`config.mk`:
```
export PLATFORM = sky130hd
export DESIGN_NAME = rst_out_sequencer
export DESIGN_NICKNAME = d
export VERILOG_FILES = /design/src/rtl/rst_out_sequencer_pkg.sv /design/src/rtl/rst_out_sequencer.sv
export SDC_FILE = /design/constraint.sdc
export NUM_CORES = 1
export LEC_CHECK = 0
export CAP_MARGIN = 20
export CORE_MARGIN = 8
export CORE_UTILIZATION = 54
export DETAILED_ROUTE_END_ITERATION = 10
export GPL_ROUTABILITY_DRIVEN = 0
export PLACE_DENSITY = 0.76
export SLEW_MARGIN = 10
export SYNTH_ARGS = -nofsm -noshare
export SYNTH_HDL_FRONTEND = slang
export SYNTH_SLANG_ARGS = --single-unit
```
`constraint.sdc`:
```
create_clock -name clk -period 2.8 [get_ports clk]
set_clock_uncertainty 0.1 [all_clocks]
set_input_delay 0.28 -clock clk [delete_from_list [all_inputs] [get_ports clk]]
set_output_delay 0.28 -clock clk [all_outputs]
set_load 0.02 [all_outputs]
```
`src/rtl/rst_out_sequencer_pkg.sv`:
```
// Shared reset-sequencing constants: FSM state encodings and reset cause codes,
// also meant for the reset input debouncer and the status register block.
package rst_out_sequencer_pkg;

    localparam logic [1:0] ST_IDLE    = 2'd0;
    localparam logic [1:0] ST_ASSERT  = 2'd1;
    localparam logic [1:0] ST_HOLDOFF = 2'd2;

    localparam logic [1:0] RST_CAUSE_NONE = 2'b00;
    localparam logic [1:0] RST_CAUSE_POR  = 2'b01;
    localparam logic [1:0] RST_CAUSE_SOFT = 2'b10;
    localparam logic [1:0] RST_CAUSE_WDT  = 2'b11;

endpackage

```
`src/rtl/rst_out_sequencer.sv`:
```
// Turns soft-reset / watchdog requests into a fixed-width active-low external reset
// pulse followed by a holdoff window. Define RST_CAUSE_EN to keep a sticky reset-cause register.
module rst_out_sequencer
    import rst_out_sequencer_pkg::*;
#(
    parameter int ASSERT_CYCLES  = 4096,
    parameter int HOLDOFF_CYCLES = 256,
    parameter int CNT_W          = 12
) (
    input  logic       clk,
    input  logic       rst_n_i,
    input  logic       req_i,
    input  logic       wdt_i,
    output logic       req_ack_o,
    output logic       ext_rst_n_o,
    output logic       busy_o,
    output logic [1:0] cause_o,
    input  logic       cause_clr_i
);

    localparam logic [CNT_W-1:0] ASSERT_LOAD  = CNT_W'(ASSERT_CYCLES - 1);
    localparam logic [CNT_W-1:0] HOLDOFF_LOAD = CNT_W'(HOLDOFF_CYCLES - 1);

    logic [1:0]       state;
    logic [1:0]       state_next;
    logic [CNT_W-1:0] cnt;
    logic             cnt_zero;
    logic             req_q;
    logic             trigger;

    assign cnt_zero = (cnt == '0);
    // Only IDLE listens; edges seen while busy are simply lost.
    assign trigger  = (state == ST_IDLE) && ((req_i && !req_q) || wdt_i);

    always_comb begin
        state_next = state;
        case (state)
            ST_IDLE:    if (trigger)  state_next = ST_ASSERT;
            ST_ASSERT:  if (cnt_zero) state_next = ST_HOLDOFF;
            ST_HOLDOFF: if (cnt_zero) state_next = ST_IDLE;
            default:                  state_next = ST_IDLE;
        endcase
    end

    // Outputs are registered from the next state so they line up with the state flop.
    always_ff @(posedge clk or negedge rst_n_i) begin
        if (!rst_n_i) begin
            state       <= ST_ASSERT;
            ext_rst_n_o <= 1'b0;
            busy_o      <= 1'b1;
            req_ack_o   <= 1'b0;
        end else begin
            state       <= state_next;
            ext_rst_n_o <= (state_next != ST_ASSERT);
            busy_o      <= (state_next != ST_IDLE);
            req_ack_o   <= trigger;
        end
    end

    always_ff @(posedge clk or negedge rst_n_i) begin
        if (!rst_n_i) begin
            cnt <= ASSERT_LOAD;
        end else if (trigger) begin
            cnt <= ASSERT_LOAD;
        end else if (state == ST_ASSERT && cnt_zero) begin
            cnt <= HOLDOFF_LOAD;
        end else if (state != ST_IDLE && !cnt_zero) begin
            cnt <= cnt - 1'b1;
        end
    end

    // Reset value 1 stops a request held high through reset from counting as an edge.
    always_ff @(posedge clk or negedge rst_n_i) begin
        if (!rst_n_i) begin
            req_q <= 1'b1;
        end else begin
            req_q <= req_i;
        end
    end

`ifdef RST_CAUSE_EN
    always_ff @(posedge clk or negedge rst_n_i) begin
        if (!rst_n_i) begin
            cause_o <= RST_CAUSE_POR;
        end else if (trigger) begin
            cause_o <= wdt_i ? RST_CAUSE_WDT : RST_CAUSE_SOFT;
        end else if (cause_clr_i) begin
            cause_o <= RST_CAUSE_NONE;
        end
    end
`else
    logic unused_cause_clr;
    assign unused_cause_clr = cause_clr_i;
    assign cause_o          = RST_CAUSE_NONE;
`endif

endmodule
```
## Yosys cells after proc, flatten, opt, wreduce, memory -nomap -nowiden

Cells that the tools add are included.

| cells by class | value |
|---|---|
| add/sub/neg operators | 1 |
| eq/ne operators | 3 |
| multiplexer cells | 7 |
| reduce and logical (&&, ||, !) cells | 12 |

Operator list:

| kind | count |
|---|---|
| $mux 12 | 3 |
| $logic_not 12->1 | 1 |
| $sub 12x1->12 const B | 1 |
| $mux 2 | 3 |
| $pmux 2 s3 | 1 |
| $logic_and 1x1->1 | 4 |
| $reduce_bool 2->1 | 2 |
| $reduce_bool 3->1 | 1 |
| $eq 2x1->1 const B | 1 |
| $eq 2x2->1 const B | 1 |
| $logic_not 1->1 | 2 |
| $logic_not 2->1 | 1 |
| $ne 2x1->1 const B | 1 |
| $logic_or 1x1->1 | 1 |

| word-level totals | value |
|---|---|
| flip-flop bits (word level) | 18 |
| output and inout bits | 5 |
| logic and storage cells | 29 |

## Longest topological paths before layout

Gate-level depths: netlist of run 1.

| logic depth | value |
|---|---|
| depth after elaboration | 7 |
| gate-level depth with buffers | 7 |
| depth with buffers taken out | 6 |

## Worst setup path before layout of run 1

OpenSTA, ideal clock, no wires.

| timing path | value |
|---|---|
| path type | reg-to-reg |
| start point | register cnt[0] |
| end point | register state[1] |
| arrival time | 2,107 ps |
| data required time | 2,571 ps |
| path slack | 464 ps |
| cell stages (with the launch flop) | 8 |
| buffers on the path | 1 |
| period minus slack after synthesis | 2,336 ps |
| path through | dfstp_2 > inv_1 > ha_1 > or4b_2 > buf_2 > nor4_1 > or3b_2 > o21ai_0 |

| between the ends | value |
|---|---|
| word-level cells in the longest chain between the ends | 3 |
| elaborated cells between the ends (all ways) | 4 |

RTL lines:

| item | RTL line | RTL |
|---|---|---|
| start: declaration | rst_out_sequencer.sv:26 | `logic [CNT_W-1:0] cnt;` |
| start signal: assignment | rst_out_sequencer.sv:68 | `cnt <= cnt - 1'b1;` |
| $logic_not 12->1 (*) | rst_out_sequencer.sv:31 | `assign cnt_zero = (cnt == '0);` |
| $mux 2, on equally long branches | rst_out_sequencer.sv:40, rst_out_sequencer.sv:39 |  |
| $pmux 2 s3 (*) | rst_out_sequencer.sv:37 | `case (state)` |
| net state_next[1] | rst_out_sequencer.sv:25 | `logic [1:0] state_next;` |
| end signal: assignment | rst_out_sequencer.sv:53 | `state <= state_next;` |
| end: declaration | rst_out_sequencer.sv:24 | `logic [1:0] state;` |

Mark *: on every way through the listed nets, which the timed path passes. The rest lies on a longest branch.
A chain may end at the register's enable or synchronous reset.

## Worst setup path in the final report of run 1

| timing path | value |
|---|---|
| start point | register cnt[0] |
| end point | register cnt[2] |

| between the ends | value |
|---|---|
| word-level cells in the longest chain between the ends | 4 |
| elaborated cells between the ends (all ways) | 9 |

RTL lines:

| item | RTL line | RTL |
|---|---|---|
| $sub 12x1->12 / $logic_not 12->1 (equally long branches) | rst_out_sequencer.sv:68, rst_out_sequencer.sv:31 |  |
| $mux 12, or another cell as far along | rst_out_sequencer.sv:67 | `end else if (state != ST_IDLE && !cnt_zero) begin` |
| $mux 12 / $logic_and 1x1->1 (equally long branches) | rst_out_sequencer.sv:65, rst_out_sequencer.sv:67 |  |
| $mux 12 / $reduce_bool 3->1 (equally long branches) | -- |  |

Parallel ways exist; a longest one is shown, timed or not. The select of a mux whose other input is x is not followed.

==> flow_summary.yaml, run 1 <==
clocking:
  clock_path_buffers: 2
  cts-htree-levels: 1
  cts.clk_slew.worst_paths_ns: 0.10
  cts_hold_buf: 0
  clk_latency_ns: 0.30
  cts_root_buffer: "clkbuf_4"
  cts_resized: 0
  numCtsBuffers: 3
  cts_setup_buffers: 0
  clkSinkCount: 18
  cts_tree: "done"
die:
  die_w_um: 59.16
  core_um2: 1745
  start_util_pct: 57.63
  rows: 15
  die_area_um2: 3500
  io_pins: 10
  die_y_um: 59.16
synth:
  yosysWarnings: 0
  synth-seq-cells: 18
  postSynthAreaPerCell_um2: 9.960
  synth_edf_count: 0
  synth_largest_area_cell: "dfstp_2"
  synth_area_leaders: "dfstp_2 39%, dfrtp_1 7.5%, o31ai_1 3.7%, or4_1 3.7%, nor2_1 3.0%"
  yosysTopAreaCellShare_pct: 39.18
  syn-instance-count: 101
  ys_types: 36
  yosysMostFrequentCell: "dfstp_2"
  ys_top_cells_by_count: "15 x dfstp_2, 8 x nor2_1, 6 x nand2_1"
  ys_seq_area_share_pct: 46.64
  postSynth.asyncResetShare_pct: 100.0
  ys.flop_type: "dfstp_2"
  syn-cell-area_um2: 1006
sta:
  maxSlewViolCount: 0
  slew_headroom_pct: 49.38
  worstMarginPinSlew_ns: 0.7569
  rsz0062_at_grt: "no"
  hold_ws_ns: 0.2976
  setup_viol: 0
  period_share_pct: 90.24
  fin_crit_ns: 2.527
  hold_viol_final: 0
  tns_ns: 0
  fmax_mhz: 395.8
drt:
  vias: 797
  wl_um: 2053
  routedWlPerCell_um: 15.44
  detail-route-antenna-nets: 0
  routed_via_density: 5.992
  drt_iter0_markers: 25
  first_pass_iters: 4
  drcViolationCount: 0
setup_path:
  critical_path_class: "register to register"
  path_max_fanout: 6
  worst_ep_arrival_time_ns: 2.66
  critPathTopFamily: "simple AND/OR/NAND/NOR gates"
  cp-start-kind: "register"
  cp.required_ns: 2.93
  worst_path_max_delay_cell: "or4b_2"
  end_kind: "register"
  path_cells: "inv_1 -> ha_1 -> or4b_2 -> o41ai_2 -> nor2_1 -> mux2i_1"
  worst-path-buf-inv: 1
  cpPeakStageDelay_ns: 0.71
outcome:
  outcome: "finished clean"
pwr:
  internal_power_w: 0.0005375
  p_leak_nw: 0.4063
  p_comb_share_pct: 25.5
  vdd_drop_max_mv: 0.4142
  p_per_area_nw_per_um2: 723.8
  pwr-share-seq_pct: 54.2
  clkPwrFrac_pct: 20.3
  p_sw_w: 0.0002695
  power.share.switching_pct: 33.39
  power_w: 0.0008069
grt:
  grt_pass1_wl_um: 3581
  grt_remaining_overflow: 0
  antenna_found_initial: 0
  grt_start_max_net_pins: 19
  grt_pass1_vias: 814
  gr-usage-all-layers_pct: 13.25
final_layout:
  seq_area_um2: 469.2
  antenna_cells: 0
  multi_input_area_um2: 495.5
  area_growth_pct: 10.82
  final_cells: 133
  final_nets: 116
  drive_gt1_share_pct: 25.93
  nFillCells: 148
  utilization_pct: 63.87
placed_design:
  hpwl_um: 1523
  dp_cells: 129
  port_buffers: 6
flow_run:
  cap_violations: 0
min_path:
  hold_path.class: "input pin to register"
## power by group through the flow
stage	Combinational, W	Clock [W]	Sequential, W
finish	0.000206	0.000164	0.000437
global route	0.000238	0.000173	0.000449
CTS	0.000206	0.000166	0.000436
detailed placement	0.000205	0	0.000440
global placement	0.000195	0	0.000434
floorplan	0.000169	0	0.000420
## cell type report
| type | count | share of cell area, % |
|---|---|---|
| tap | 25 | 2.806 |
| sequential | 18 | 42.09 |
| clock buffer | 4 | 3.255 |
| timing repair buffer | 7 | 6.061 |
| multi-input combinational | 75 | 44.44 |
| inverter | 4 | 1.347 |
## flip-flops by register name, indices dropped and copies added (netlist names)
register	cells
ext_rst_n_o	1
busy_o	1
cnt	12
state	2
req_q	1
req_ack_o	1
## cells by family (layout without fill, tap and decap cells)
family          Yosys count  in the layout  synth area share (%)
simple gates             48             48                 28.73
fa+ha+maj                 2              2                 2.487
buf+inv                   9             15                 4.476
compound gates           20             20                 14.43
mux                       2              2                 1.990
other cells               1              2                0.3728
flops                    18             18                 46.64
xor+xnor                  1              1                0.8708
## layout by cell type (no fill, tap or decap), drive strengths merged, types with 4 or more instances in the layout
master,count
nand2,6
o21ai,5
clkdlybuf4s50,6
nand3,5
nor2,8
o31ai,5
dfstp,15
or4,5
nor3,5
clkbuf,4
or2,4
## metrics by stage
step | cell area, um2 | setup slack, ns
floorplan | 1010 | 0.4638
global placement | 1079 | 0.4082
detailed placement | 1079 | 0.3334
CTS | 1115 | 0.2869
global route | 1115 | 0.1073
finish | 1115 | 0.2733
## metal layers
metal	routed length [um]	up-vias	GRT usage (%)	part of all wire, %
li1	-	388	-	-
met1	957	390	15.97	47
met2	995	16	22.74	48
met3	75	3	2.169	3.7
met4	25	0	5.119	1.2
met5	0	-	0	0
## final timing paths
check                           startpoint         to  slack, ns  cells past startpoint
max in group asynchronous          rst_n_i   state[1]       1.82                      1
worst max-delay path                cnt[0]     cnt[2]       0.27                      6
worst max register to register      cnt[0]     cnt[2]       0.27                      6
worst min-delay path                 req_i      req_q       0.30                      1
min in group asynchronous          rst_n_i  req_ack_o       0.31                      1
worst min register to register      cnt[7]     cnt[7]       0.40                      2
No activity file was read; power rests on OpenSTA's default activity.
==> run 2: changes to the inputs <==
- CORE_UTILIZATION: 54 -> 59
- HOLD_SLACK_MARGIN: unset -> 0.12
- PLACE_DENSITY: 0.76 -> 0.82
- SETUP_SLACK_MARGIN: unset -> 0.02
- clock period: 2.8 -> 3.05 ns (I/O delays scaled with it)
==> flow_summary.yaml, run 2 (same netlist as run 1, synthesis figures left out) <==
outcome:
  outcome: "finished clean"
drt:
  drt_iter0_markers: 21
  routed_via_density: 6.312
  first_pass_iters: 5
  routedWlPerCell_um: 16.62
  detail-route-antenna-nets: 0
  wl_um: 2077
  vias: 789
  drcViolationCount: 0
clocking:
  cts_resized: 0
  cts_root_buffer: "clkbuf_4"
  clk_latency_ns: 0.29
  clock_path_buffers: 2
  cts.clk_slew.worst_paths_ns: 0.10
  cts_setup_buffers: 0
  cts_hold_buf: 0
  numCtsBuffers: 3
  clkSinkCount: 18
  cts_tree: "done"
  cts-htree-levels: 1
die:
  die_y_um: 57.29
  rows: 15
  die_area_um2: 3282
  io_pins: 10
  start_util_pct: 60.22
  core_um2: 1670
  die_w_um: 57.29
pwr:
  p_leak_nw: 0.4063
  p_comb_share_pct: 25.5
  power.share.switching_pct: 32.97
  p_per_area_nw_per_um2: 667.2
  clkPwrFrac_pct: 19.5
  internal_power_w: 0.0004941
  p_sw_w: 0.0002430
  vdd_drop_max_mv: 0.4923
  pwr-share-seq_pct: 55.0
final_layout:
  largest_reg_flops: 12
  area_growth_pct: 9.826
  nFillCells: 139
  seq_area_um2: 469.2
  final_common_cell: "dfstp_2"
  top_register: "cnt"
  drive_gt1_share_pct: 25.93
  antenna_cells: 0
  reg_top3: "cnt: 12 flops, state: 2 flops"
  final_nets: 116
  layout_common_cells: "15 x dfstp_2, 8 x nor2_1, 6 x nand2_1, 6 x clkdlybuf4s50_1"
  multi_input_area_um2: 495.5
sta:
  rsz0062_at_grt: "no"
  fin_crit_ns: 2.454
  worst_slack_ns: 0.5963
  hold_viol_final: 0
  fmax_mhz: 407.5
  worstMarginPinSlew_ns: 0.7619
  setup_viol: 0
  period_share_pct: 80.45
  slew_headroom_pct: 49.05
  maxSlewViolCount: 0
  tns_ns: 0
grt:
  grt_remaining_overflow: 0
  grt_pass1_wl_um: 3588
  antenna_found_initial: 0
  grt_pass1_vias: 815
  grt_start_max_net_pins: 19
  gr-usage-all-layers_pct: 13.96
setup_path:
  path_max_fanout: 6
  critPathTopFamily: "simple AND/OR/NAND/NOR gates"
  path_cells: "inv_1 -> ha_1 -> or4b_2 -> o41ai_2 -> nor2_1 -> mux2i_1"
  worst_ep_arrival_time_ns: 2.57
  worst_path_max_delay_cell: "or4b_2"
  cp.required_ns: 3.17
  end_kind: "register"
  critical_path_class: "register to register"
  worst-path-buf-inv: 1
  cp-start-kind: "register"
  cpPeakStageDelay_ns: 0.71
placed_design:
  preCtsSetupSlack_ns: 0.6245
  hpwl_um: 1507
  port_buffers: 6
flow_run:
  cap_violations: 0
min_path:
  hold_path.class: "input pin to register"
run 2: cell counts in the layout (fill, tap and decap cells not counted):
No cell type changed its count.
run 2: area by class of cell:
class / count / area share [%]
Multi-Input combinational cell: 75 / 44.85
Sequential cell: 18 / 42.47
Timing Repair Buffer: 7 / 6.116
Clock buffer: 4 / 3.284
Tap cell: 17 / 1.925
Inverter: 4 / 1.359
run 2: worst paths after layout:
kind                          from         to  slack (ns)  cells past startpoint
min reg2reg                 cnt[7]     cnt[7]        0.41                      2
min                          req_i      req_q        0.33                      1
max in group asynchronous  rst_n_i  req_ack_o        2.02                      1
max reg2reg                 cnt[0]     cnt[2]        0.60                      6
max                         cnt[0]     cnt[2]        0.60                      6
min in group asynchronous  rst_n_i   state[1]        0.35                      1
run 2: power groups by stage:
stage / clock network (W) / logic (W) / registers, W
2_1_floorplan: 0 / 0.000155 / 0.000386
3_3_place_gp: 0 / 0.000179 / 0.000398
3_5_place_dp: 0 / 0.000186 / 0.000405
4_1_cts: 0.000147 / 0.000188 / 0.000402
5_1_grt: 0.000162 / 0.000215 / 0.000413
6_report: 0.000144 / 0.000188 / 0.000405
run 2: layer usage:
metal,wire (um),share of wire (%),vias to the layer above,global-route usage (%)
li1,-,-,388,-
met1,923,44,379,15.28
met3,92,4.4,2,4.484
met2,1044,50,20,24.15
met5,0,0,-,0
met4,16,0.77,0,5.714
run 2: per-stage QoR:
| stage | hold WS [ns] | area (um2) | cells | power, W | util (%) |
|---|---|---|---|---|---|
| 2_1_floorplan | -0.09059 | 1010 | 102 | 0.0005409 | - |
| 3_3_place_gp | 0.3818 | 1069 | 121 | 0.0005769 | 63.97 |
| 3_5_place_dp | 0.3915 | 1069 | 121 | 0.0005914 | 63.97 |
| 4_1_cts | 0.3280 | 1105 | 125 | 0.0007372 | 66.14 |
| 5_1_grt | 0.3235 | 1105 | 125 | 0.0007897 | 66.14 |
| 6_report | 0.3277 | 1105 | 125 | 0.0007371 | 66.14 |
==> run 3: changes to the inputs <==
- CORE_UTILIZATION: 59 -> 54
- PLACE_DENSITY: 0.82 -> 0.76
- clock period: 3.05 -> 2.5 ns (I/O delays scaled with it)
==> flow_summary.yaml, run 3 (same netlist as run 1, synthesis figures left out) <==
clocking:
  clock_path_buffers: 2
  cts_root_buffer: "clkbuf_4"
  clkSinkCount: 18
  cts-htree-levels: 1
  cts.clk_slew.worst_paths_ns: 0.10
  cts_tree: "done"
  cts_resized: 0
  numCtsBuffers: 3
  cts_hold_buf: 0
  clk_latency_ns: 0.29
grt:
  gr-usage-all-layers_pct: 13.57
  grt_start_max_net_pins: 19
  grt_remaining_overflow: 0
  grt_pass1_wl_um: 3712
  grt_pass1_vias: 875
  antenna_found_initial: 0
setup_path:
  rr_endpoint: "state[1]"
  cp-startpoint: "cnt[0]"
  end_kind: "register"
  path_max_fanout: 6
  r2r-start: "cnt[0]"
  endpoint: "state[1]"
  r2r_slack_ns: 0.19
  cp-start-kind: "register"
  r2r_cells: 7
  cp.required_ns: 2.58
  worst_ep_arrival_time_ns: 2.39
  critical_path_class: "register to register"
  cpPeakStageDelay_ns: 0.72
  worst_path_max_delay_cell: "or4b_2"
  path_cells: "inv_1 -> ha_1 -> or4b_2 -> nor4_1 -> buf_4 -> or3b_2 -> o21ai_0"
drt:
  routed_via_density: 6.058
  vias: 830
  top_layer: "met4"
  wl_met1_um: 992
  routed-wl-met3_um: 59
  routedWlPerCell_um: 14.93
  first_pass_iters: 4
  wl_met2_um: 955
  drcViolationCount: 0
  detail-route-antenna-nets: 0
  wl_um: 2045
  drt_iter0_markers: 14
sta:
  period_share_pct: 92.39
  setup_viol: 0
  fin_crit_ns: 2.310
  slew_headroom_pct: 48.98
  hold_ws_ns: 0.2764
  hold_viol_final: 0
  worstMarginPinSlew_ns: 0.7629
  worst_slack_ns: 0.1902
  tns_ns: 0
  maxSlewViolCount: 0
  fmax_mhz: 432.9
  rsz0062_at_grt: "no"
final_layout:
  nFillCells: 142
  reg_top3: "cnt: 12 flops, state: 2 flops"
  seq_area_um2: 469.2
  top_register: "cnt"
  drive_gt1_share_pct: 27.68
  area_growth_pct: 12.81
  antenna_cells: 0
  final_nets: 120
  multi_input_area_um2: 495.5
  largest_reg_flops: 12
  layout_common_cells: "15 x dfstp_2, 8 x nor2_1, 6 x nand2_1, 6 x clkdlybuf4s50_1"
  final_common_cell: "dfstp_2"
die:
  die_w_um: 59.16
  io_pins: 10
  start_util_pct: 57.63
  die_y_um: 59.16
  rows: 15
  core_um2: 1745
  die_area_um2: 3500
placed_design:
  port_buffers: 6
  hpwl_um: 1437
  preCtsSetupSlack_ns: 0.1398
pwr:
  p_per_area_nw_per_um2: 772.5
  p_leak_nw: 0.4209
  power_w: 0.0008767
  vdd_drop_max_mv: 0.4717
flow_run:
  cap_violations: 0
outcome:
  outcome: "finished clean"
min_path:
  hold_path.class: "input pin to register"
-- run 3: changes by cell type in the layout (fill, tap and decap cells not counted), sizes merged --
cell  previous run  this run
buf              1         5
-- run 3: critical path: cells and delay by family, from the launching register on --
| kind | cells | cell delay [ns] |
|---|---|---|
| fa+ha+maj | 1 | 0.19 |
| flops | 1 | 0.38 |
| compound gates | 1 | 0.06 |
| buf+inv | 2 | 0.32 |
| simple gates | 3 | 1.15 |
-- run 3: layout make-up --
type                    count  area share [%]
flip-flops and latches     18           41.35
inverters                   4           1.323
multi-input cells          75           43.66
well taps                  25           2.756
repair buffers             11           8.600
clock buffers               4           2.315
-- run 3: metrics by stage --
| stage | instances | instance area, um2 | util, % |
|---|---|---|---|
| floorplan | 102 | 1010 | - |
| global placement | 131 | 1094 | 62.65 |
| detailed placement | 131 | 1094 | 62.65 |
| CTS | 135 | 1120 | 64.16 |
| global route | 137 | 1135 | 65.02 |
| finish | 137 | 1135 | 65.02 |
-- run 3: worst min-delay path by stage --
stage / slack (ns) / cells past startpoint / from / end
finish: 0.28 / 1 / req_i / req_q
global route: 0.29 / 1 / req_i / req_q
CTS: 0.27 / 1 / req_i / req_q
detailed placement: 0.39 / 2 / cnt[7] / cnt[7]
global placement: 0.38 / 2 / cnt[7] / cnt[7]
floorplan: -0.15 / 0 / rst_n_i / ext_rst_n_o
-- run 3: layer usage --
layer / up-vias / GRT usage [%]
met5: - / 0
met4: 0 / 7.509
met3: 7 / 2.169
met2: 14 / 22.43
met1: 416 / 16.25
li1: 393 / -
-- run 3: what timing repair did --
action,4_1_cts,5_1_grt
endpoints found under the hold margin,0,0
setup endpoints to repair,0,3
buffers inserted,0,2
-- run 3: power breakdown --
group          total [W]  internal (W)  switching, W
clock network   0.000146     0.0000621     0.0000839
logic           0.000241      0.000111      0.000130
registers       0.000490      0.000409     0.0000814
total           0.000877      0.000581      0.000295
